### config.mk
export PLATFORM = sky130hd
export DESIGN_NAME = cmos_pixel_packer
export DESIGN_NICKNAME = d
export VERILOG_FILES = /design/src/rtl/cmos_pkg.sv /design/src/rtl/cmos_pack_fifo.sv /design/src/rtl/cmos_pixel_packer.sv
export SDC_FILE = /design/constraint.sdc
export NUM_CORES = 2
export LEC_CHECK = 0
export CAP_MARGIN = 20
export CELL_PAD_IN_SITES_DETAIL_PLACEMENT = 0
export CELL_PAD_IN_SITES_GLOBAL_PLACEMENT = 2
export CORE_ASPECT_RATIO = 1.1
export CORE_MARGIN = 1
export CORE_UTILIZATION = 49
export CTS_BUF_LIST = sky130_fd_sc_hd__clkbuf_8
export DETAILED_ROUTE_END_ITERATION = 16
export GPL_ROUTABILITY_DRIVEN = 1
export GPL_TIMING_DRIVEN = 0
export HOLD_SLACK_MARGIN = 0.06
export PLACE_DENSITY_LB_ADDON = 0.1
export SYNTH_ARGS = -nofsm -noshare
export SYNTH_HDL_FRONTEND = slang
export SYNTH_HIERARCHICAL = 1
export SYNTH_SLANG_ARGS = --single-unit
export TNS_END_PERCENT = 100
### constraint.sdc
create_clock -name cmos_pclk -period 21.8 [get_ports cmos_pclk]
set_clock_uncertainty 0.1 [all_clocks]
set_input_delay 4.36 -clock cmos_pclk [delete_from_list [all_inputs] [get_ports cmos_pclk]]
set_output_delay 4.36 -clock cmos_pclk [all_outputs]
set_load 0.02 [all_outputs]
### src/rtl/cmos_pkg.sv
// Shared constants for the CMOS pixel packer: pixel width and FIFO entry layout.
package cmos_pkg;

    localparam int PIX_W    = 16;
    localparam int DATA_LSB = 0;

    // A FIFO entry is {sof, eol, data}, so the flag bits sit just above the data field.
    function automatic int eol_bit(input int out_w);
        return DATA_LSB + out_w;
    endfunction

    function automatic int sof_bit(input int out_w);
        return DATA_LSB + out_w + 1;
    endfunction

endpackage

### src/rtl/cmos_pack_fifo.sv
// Synchronous first-word-fall-through FIFO; the head entry is visible whenever not empty.
module cmos_pack_fifo #(
    parameter int WIDTH = 8,
    parameter int DEPTH = 4
) (
    input  logic                     clk,
    input  logic                     rst_n,
    input  logic                     push,
    input  logic [WIDTH-1:0]         push_data,
    input  logic                     pop,
    output logic [WIDTH-1:0]         pop_data,
    output logic                     full,
    output logic                     empty,
    output logic [$clog2(DEPTH):0]   count
);

    localparam int AW = $clog2(DEPTH);

    logic [WIDTH-1:0] mem [DEPTH];
    logic [AW-1:0]    wr_ptr;
    logic [AW-1:0]    rd_ptr;
    logic             push_ok;
    logic             pop_ok;

    assign full    = (count == (AW+1)'(DEPTH));
    assign empty   = (count == '0);
    assign push_ok = push && !full;
    assign pop_ok  = pop && !empty;

    // Empty output reads as zero so the word bus is clean out of reset.
    assign pop_data = empty ? '0 : mem[rd_ptr];

    always_ff @(posedge clk) begin
        if (!rst_n) begin
            wr_ptr <= '0;
            rd_ptr <= '0;
            count  <= '0;
        end else begin
            if (push_ok) wr_ptr <= wr_ptr + 1'b1;
            if (pop_ok)  rd_ptr <= rd_ptr + 1'b1;
            case ({push_ok, pop_ok})
                2'b10:   count <= count + 1'b1;
                2'b01:   count <= count - 1'b1;
                default: count <= count;
            endcase
        end
    end

    always_ff @(posedge clk) begin
        if (push_ok) mem[wr_ptr] <= push_data;
    end

endmodule

### src/rtl/cmos_pixel_packer.sv
// Packs RGB565 pixels into OUT_W-bit words tagged with start-of-frame / end-of-line,
// tracks line/frame geometry and queues words in a FWFT FIFO for the DDR write path.
module cmos_pixel_packer
    import cmos_pkg::*;
#(
    parameter int OUT_W      = 128,
    parameter int H_ACTIVE   = 1280,
    parameter int V_ACTIVE   = 720,
    parameter int FIFO_DEPTH = 16
) (
    input  logic               cmos_pclk,
    input  logic               sys_rst_n,
    input  logic               cmos_pclk_ce,
    input  logic               cmos_frame_vsync,
    input  logic               cmos_frame_valid,
    input  logic [PIX_W-1:0]   cmos_frame_data,
    output logic [OUT_W-1:0]   wr_data,
    output logic               wr_sof,
    output logic               wr_eol,
    output logic               wr_valid,
    input  logic               wr_ready,
    output logic               frame_done,
    output logic               line_err,
    output logic               overflow
);

    localparam int PPW   = OUT_W / PIX_W;
    localparam int IW    = $clog2(PPW);
    localparam int XW    = $clog2(H_ACTIVE + 2);
    localparam int YW    = $clog2(V_ACTIVE + 1);
    localparam int CW    = $clog2(FIFO_DEPTH) + 1;
    localparam int EW    = OUT_W + 2;
    localparam int EOL_B = eol_bit(OUT_W);
    localparam int SOF_B = sof_bit(OUT_W);
    localparam logic [XW-1:0] X_SAT = XW'(H_ACTIVE + 1);

    logic               vsync_q;
    logic               valid_q;
    logic               active;
    logic [IW-1:0]      idx;
    logic [PIX_W-1:0]   lanes [PPW];
    logic [XW-1:0]      x_cnt;
    logic [YW-1:0]      y_cnt;
    logic               sof_pend;
    logic               done_pend;

    logic               vs_rise;
    logic               le_fall;
    logic               pix_en;
    logic               flush;
    logic               word_done;
    logic               eol_full;
    logic [OUT_W-1:0]   next_word;

    logic               vld_p1;
    logic               eol_p1;
    logic [OUT_W-1:0]   data_p1;

    logic               fifo_full;
    logic               fifo_empty;
    logic [CW-1:0]      fifo_count;
    logic [EW-1:0]      fifo_head;
    logic               drop;

    assign vs_rise   = cmos_frame_vsync && !vsync_q;
    assign le_fall   = valid_q && !cmos_frame_valid;
    assign pix_en    = cmos_pclk_ce && cmos_frame_valid && active && !vs_rise;
    assign flush     = le_fall && active && !vs_rise;
    assign word_done = pix_en && (idx == IW'(PPW - 1));
    assign eol_full  = (int'(x_cnt) + 1 == H_ACTIVE);
    assign drop      = vld_p1 && (fifo_count == CW'(FIFO_DEPTH));

    always_comb begin
        next_word = '0;
        for (int k = 0; k < PPW; k++) begin
            next_word[k*PIX_W +: PIX_W] = (pix_en && idx == IW'(k)) ? cmos_frame_data : lanes[k];
        end
    end

    always_ff @(posedge cmos_pclk) begin
        if (!sys_rst_n) begin
            vsync_q    <= 1'b0;
            valid_q    <= 1'b0;
            active     <= 1'b0;
            idx        <= '0;
            x_cnt      <= '0;
            y_cnt      <= '0;
            sof_pend   <= 1'b0;
            done_pend  <= 1'b0;
            vld_p1     <= 1'b0;
            frame_done <= 1'b0;
            line_err   <= 1'b0;
            overflow   <= 1'b0;
        end else begin
            vsync_q    <= cmos_frame_vsync;
            valid_q    <= cmos_frame_valid;
            vld_p1     <= word_done || (flush && idx != '0);
            frame_done <= done_pend;
            done_pend  <= 1'b0;
            if (drop) overflow <= 1'b1;

            if (vs_rise) begin
                active   <= 1'b1;
                idx      <= '0;
                x_cnt    <= '0;
                y_cnt    <= '0;
                sof_pend <= 1'b1;
            end else begin
                // A dropped sof word keeps sof_pend so the next accepted word carries it.
                if (vld_p1 && !fifo_full) sof_pend <= 1'b0;
                if (pix_en) begin
                    idx <= word_done ? '0 : idx + 1'b1;
                    if (x_cnt != X_SAT) x_cnt <= x_cnt + 1'b1;
                end else if (flush) begin
                    idx   <= '0;
                    x_cnt <= '0;
                    if (x_cnt != XW'(H_ACTIVE)) line_err <= 1'b1;
                    if (y_cnt != YW'(V_ACTIVE)) begin
                        y_cnt <= y_cnt + 1'b1;
                        if (y_cnt == YW'(V_ACTIVE - 1)) done_pend <= 1'b1;
                    end
                end
            end
        end
    end

    // Stage p1: completed or flushed word waits one cycle before entering the FIFO.
    always_ff @(posedge cmos_pclk) begin
        if (vs_rise || word_done || flush) begin
            for (int k = 0; k < PPW; k++) lanes[k] <= '0;
        end else if (pix_en) begin
            lanes[idx] <= cmos_frame_data;
        end
        if (word_done || flush) begin
            data_p1 <= next_word;
            eol_p1  <= word_done ? eol_full : 1'b1;
        end
    end

    cmos_pack_fifo #(
        .WIDTH (EW),
        .DEPTH (FIFO_DEPTH)
    ) u_fifo (
        .clk       (cmos_pclk),
        .rst_n     (sys_rst_n),
        .push      (vld_p1),
        .push_data ({sof_pend, eol_p1, data_p1}),
        .pop       (wr_ready),
        .pop_data  (fifo_head),
        .full      (fifo_full),
        .empty     (fifo_empty),
        .count     (fifo_count)
    );

    assign wr_valid = !fifo_empty;
    assign wr_data  = fifo_head[DATA_LSB +: OUT_W];
    assign wr_eol   = fifo_head[EOL_B];
    assign wr_sof   = fifo_head[SOF_B];

endmodule

== Word-level counts from Yosys, hierarchy flattened ==
Memory sizes are Yosys's and may differ from the RTL's. A register that Yosys moved wholly into a read port is not among the register bits.
Cells that the tools add are included.
Storage, ports and cells
  bits in registers: 175
  memory bits (writable): 2208
  memories kept: 2
Operators by class
  add/sub/neg operators: 8
  equal/unequal tests: 16
  multiplexer cells: 31
  bitwise logic cells: 5
  reductions and logical operators: 40
Memories
  u_fifo.mem: words 16, bits a word 130, read ports 1, clocked after memory_dff 1, wr ports 1, line cmos_pack_fifo.sv:19  | logic [WIDTH-1:0] mem [DEPTH];
  lanes: words 8, bits a word 16, read ports 8, clocked after memory_dff 7, wr ports 8, line cmos_pixel_packer.sv:41  | logic [PIX_W-1:0] lanes [PPW];
Operator list (count)
  $mux W16: 9
  $mux W130: 1
  $mux W11: 3
  $ne A11 B11 Y1 const B: 2
  $logic_and A1 B1 Y1: 19
  $reduce_or A16 Y1: 1
  $add A11 B1 Y12 const B: 1
  $eq A12 B11 Y1 const B: 1
  $eq A3 B3 Y1 const B: 4
  $mux W3: 4
  $add A11 B1 Y11 const B: 1
  $mux W1: 11
  $add A10 B1 Y10 const B: 1
  $eq A10 B10 Y1 const B: 1
  $ne A10 B10 Y1 const B: 1
  $pmux W5 S2: 1
  $add A4 B1 Y4 const B: 2
  $mux W4: 2
  $eq A3 B2 Y1 const B: 2
  $reduce_bool A2 Y1: 3
  $add A5 B1 Y5 const B: 1
  $eq A5 B5 Y1 const B: 1
  $logic_not A1 Y1: 5
  $logic_not A5 Y1: 1
  other kinds (15): 22

== Depth between registers and ports, before layout ==
  depth after elaboration: 11
  gate-level depth with buffers: 14
  gate-level depth less buffers: 10

== Modules after synthesis ==
The synthesis kept the hierarchy.
By module, submodules not included
  cmos_pack_fifo: instances 1, cells an instance 3294, area each 79825.3 µm²
  cmos_pixel_packer: instances 1, cells an instance 632, area each 10714.0 µm²

== Worst setup path before layout ==
No wires, ideal clock.
  path kind: register to register
  start: register u_fifo.count[2]
  end: memory u_fifo/mem[0][0] in the netlist's numbering (enable)
  library setup time: 0.778 ns
  arrival time: 10.098 ns
  path slack: 10.824 ns
  cell stages (with the launch flop): 8
  period minus slack after synthesis: 10.976 ns
  cells stage by stage: dfxtp_1 clkbuf_1 or4_4 buf_6 o21a_1 clkbuf_1 nand2_1 nor3_1
On the way
  longest elaborated chain between the ends: 5
Ends and longest elaborated chain
  start, declared: line cmos_pack_fifo.sv:14  | output logic [$clog2(DEPTH):0] count
  start signal, assigned: line cmos_pack_fifo.sv:42  | 2'b10: count <= count + 1'b1;
  start signal, assigned: line cmos_pack_fifo.sv:43  | 2'b01: count <= count - 1'b1;
  start signal, assigned: line cmos_pack_fifo.sv:44  | default: count <= count;
  $eq A5 B5 Y1: line cmos_pack_fifo.sv:25  | assign full = (count == (AW+1)'(DEPTH));
  $logic_not A1 Y1: line cmos_pack_fifo.sv:27  | assign push_ok = push && !full;
  $logic_and A1 B1 Y1: line cmos_pack_fifo.sv:27
  $mux W1: line cmos_pack_fifo.sv:50  | if (push_ok) mem[wr_ptr] <= push_data;
  $mux W1 (not written as such): line cmos_pack_fifo.sv:50
  end, declared: line cmos_pack_fifo.sv:19
No other way between the ends.

==> impl_metrics.csv <==
group,metric,value,unit
place,dp.final_hpwl,143000,µm
min_path,hp-class,"flip-flop to flip-flop",
floorplan,die_w,412,µm
setup_path,critical_path_class,"flip-flop to output pin",
global_route,antenna_found_initial,20,
setup_path,slowest_stage,"clkbuf_1",
sta,hold_violations,0,
floorplan,row_count,165,
setup_path,cp_cell_sequence,"buf_2 -> buf_2 -> buf_2 -> clkbuf_1 -> mux4_2 -> a221o_1 -> clkdlybuf4s50_1",
setup_path,crit_fanout,10,
drt,wl_per_cell,31.4,µm
place,place_ws,13.26,ns
global_route,grt_max_degree,50,
setup_path,crit_end,"wr_data[127]",
drt,drc,0,
sta,worstMarginPinSlew,1.07,ns
drt,drt-total-wl,232000,µm
synth,syn_nets,3964,
pwr,ir_drop,66.0,µV
drt,drt_iter0_markers,4110,
synth,ys_seq_area_share,78.6,%
clocking,post_cts_resized,0,
sta,fmax,105,MHz
sta,maxSlewViolCount,0,
outcome,outcome,"complete, no violations",
setup_path,cp.arrival,5.10,ns
clocking,holdBufCountCts,0,
clocking,cts_tree,"yes",
drt,vias_per_cell,5.91,
sta,fin_crit_sh,43.8,%
setup_path,crit_buf_inv,5,
pwr,power.leakage,32.9,nW
global_route,grt_pass1_wl,328000,µm
drt,drt_pass1_iterations,5,
clocking,clkSinkCount,2387,
setup_path,r2r_cells,12,
setup_path,cp-end-kind,"output pin",
global_route,grtUsageTotal,25.1,%
floorplan,start_util,49.3,%
setup_path,cp_common_cell,"buf_2",
synth,syn-cell-area,90500,µm²
pwr,total_power,0.00853,W
run,maxCapViolations,0,
setup_path,crit_required,17.34,ns
drt,vias,43600,
synth,synth_area_per_cell,23.1,µm²
clocking,htree_levels,5,
clocking,clock_latency,1.04,ns
pwr,power.density,81.3,nW/µm²
setup_path,r2r-end,"u_fifo/mem[1][83]",
sta,holdWs,0.312,ns
clocking,numCtsBuffers,389,
place,port_buffers,155,
synth,ys_async_sr_fraction,0,%
clocking,postCtsSetupRepairBufs,0,
clocking,cts.clk_slew.worst_paths,0.06,ns
setup_path,critPathTopFamily,"buffers and inverters",
place,placed_area,98100,µm²
global_route,grt_pass1_vias,44700,
setup_path,r2r_start,"u_fifo/count[2]",
clocking,cts_root_buf,"clkbuf_8",
synth,synthCells,3926,
synth,synthDistinctLibCells,74,
setup_path,worstSetupStartpointType,"flip-flop",
synth,synth-seq-cells,2387,
finish,finalNetCount,4683,
sta,rsz0062_at_grt,"no",
sta,fin_ws,12.24,ns
synth,synth_flop_cell,"edfxtp_1",
floorplan,io_pins,156,
sta,period_needed,9.56,ns
setup_path,cp.depth,7,
floorplan,die_y,453,µm
finish,syn_to_final_growth,15.9,%
setup_path,critPathMaxStageDelay,0.84,ns
sta,slew_headroom,28.5,%
finish,final_area,105000,µm²
sta,setup_viol,0,
floorplan,coreArea,184000,µm²
setup_path,r2r_setup_slack,17.91,ns
synth,yosysWarnings,118,
finish,drive_gt1_share,30.0,%
floorplan,dieArea,187000,µm²
drt,ant_nets,0,
synth,synth-edff-count,2337,
global_route,grt.overflow.total,0,
place,gp_congestion,0.720,
clocking,cts_buffer_depth,4,
-- through the flow --
stage          utilization (%)  instances  TNS [ns]
5_1_grt                   57.1       7349         0
3_3_place_gp              51.8       6502  -1085.53
4_1_cts                   57.1       7345         0
3_5_place_dp              53.4       6675         0
6_report                  57.1       7373         0
2_1_floorplan                -       3926         0
-- layer usage --
layer / wire length (µm) / GRT usage (%) / vias up
met2: 113000 / 40.3 / 1578
met5: 13 / 0 / -
met1: 97500 / 35.7 / 23600
li1: - / - / 18100
met3: 15800 / 4.59 / 300
met4: 4950 / 6.82 / 2
-- layout by cell type, fill, tap and decap left out, types with 20 or more instances in the layout --
| cell | instances |
|---|---|
| edfxtp_1 | 2337 |
| clkbuf_8 | 400 |
| and2_1 | 133 |
| clkinv_2 | 53 |
| a221o_1 | 136 |
| nor2_1 | 30 |
| clkdlybuf4s50_1 | 143 |
| buf_16 | 20 |
| buf_12 | 71 |
| mux2_2 | 147 |
| mux4_2 | 520 |
| nor2b_1 | 131 |
| buf_6 | 103 |
| dfxtp_1 | 50 |
| clkinv_1 | 97 |
| clkbuf_1 | 58 |
| inv_1 | 131 |
| buf_1 | 24 |
| buf_2 | 77 |
| diode_2 | 28 |
-- synth_stat cells, types with 3 or more instances --
master | n | area share [%]
a21oi_1 | 16 | 0.088
a221o_1 | 136 | 1.5
and2_1 | 133 | 0.92
and3_1 | 6 | 0.041
and4_1 | 3 | 0.029
buf_1 | 24 | 0.10
buf_2 | 65 | 0.36
buf_4 | 6 | 0.050
buf_6 | 36 | 0.45
clkbuf_1 | 61 | 0.25
clkbuf_2 | 6 | 0.033
dfxtp_1 | 50 | 1.1
edfxtp_1 | 2337 | 78
ha_1 | 16 | 0.22
inv_1 | 22 | 0.091
mux2_2 | 147 | 1.8
mux2i_1 | 6 | 0.066
mux4_2 | 520 | 13
nand2_1 | 20 | 0.083
nand2b_1 | 13 | 0.090
nand3_1 | 17 | 0.094
nand3b_1 | 4 | 0.033
nand4_1 | 9 | 0.062
nor2_1 | 42 | 0.17
nor2_2 | 4 | 0.028
nor2b_1 | 131 | 0.91
nor3_1 | 9 | 0.050
nor4_1 | 4 | 0.028
o211ai_1 | 4 | 0.033
o21a_1 | 6 | 0.050
o21ai_0 | 10 | 0.055
or3_1 | 3 | 0.021
xnor2_1 | 3 | 0.029
xor2_1 | 8 | 0.077
-- sequential cells by signal (all words and copies together), names as in the netlist, 3 cells and up, named ones only --
| name | cells |
|---|---|
| y_cnt | 10 |
| lanes | 128 |
| u_fifo/mem | 2080 |
| idx | 3 |
| data_p1 | 128 |
| x_cnt | 11 |
| u_fifo/rd_ptr | 4 |
| u_fifo/count | 5 |
| u_fifo/wr_ptr | 4 |
-- worst register-to-register path: stages, from the launching register on --
cell      delay (ns)
dfxtp_1         0.33
clkbuf_1        0.30
or4_4           0.20
buf_6           0.15
o21a_1          0.12
clkbuf_1        0.31
nand2_1         0.32
nor3_2          0.77
buf_6           0.29
buf_6           0.18
buf_6           0.14
buf_4           0.20
buf_6           0.19
-- worst min path at each step --
stage | start | to | cells past startpoint
after floorplan | lanes[0][0] | data_p1[0] | 0
after global placement | lanes[3][14] | data_p1[62] | 0
after detailed placement | lanes[6][6] | data_p1[102] | 0
after CTS | lanes[1][6] | data_p1[22] | 0
after global routing | lanes[1][13] | data_p1[29] | 0
final | lanes[6][5] | data_p1[101] | 0
-- area by class of cell --
cell class,instances,area (µm²)
fillers,13700,78800
flip-flops and latches,2387,71200
multi-input cells,1318,18300
clock buffers,400,5510
repair buffers,328,4390
well taps,2421,3030
clock inverters,270,1280
plain buffers,199,1140
inverters,22,82.6
diodes,28,70.1
-- cells by family after synthesis --
| logic type | Yosys count | share of synthesized area (%) |
|---|---|---|
| DFF | 2387 | 78.6 |
| muxes | 673 | 14.8 |
| and+or+nand+nor | 427 | 2.95 |
| buffers and inverters | 221 | 1.35 |
| AOI/OAI and AO/OA | 191 | 1.92 |
| adders and majority gates | 16 | 0.221 |
| xor gates and xnor gates | 11 | 0.106 |
-- where the power goes --
part / total (W) / switching [W] / internal [W]
registers: 0.00501 / 0.0000126 / 0.00500
clock network: 0.00348 / 0.00170 / 0.00177
logic: 0.0000480 / 0.0000387 / 0.00000922
Note: power is estimated with default switching activity, not from simulation.
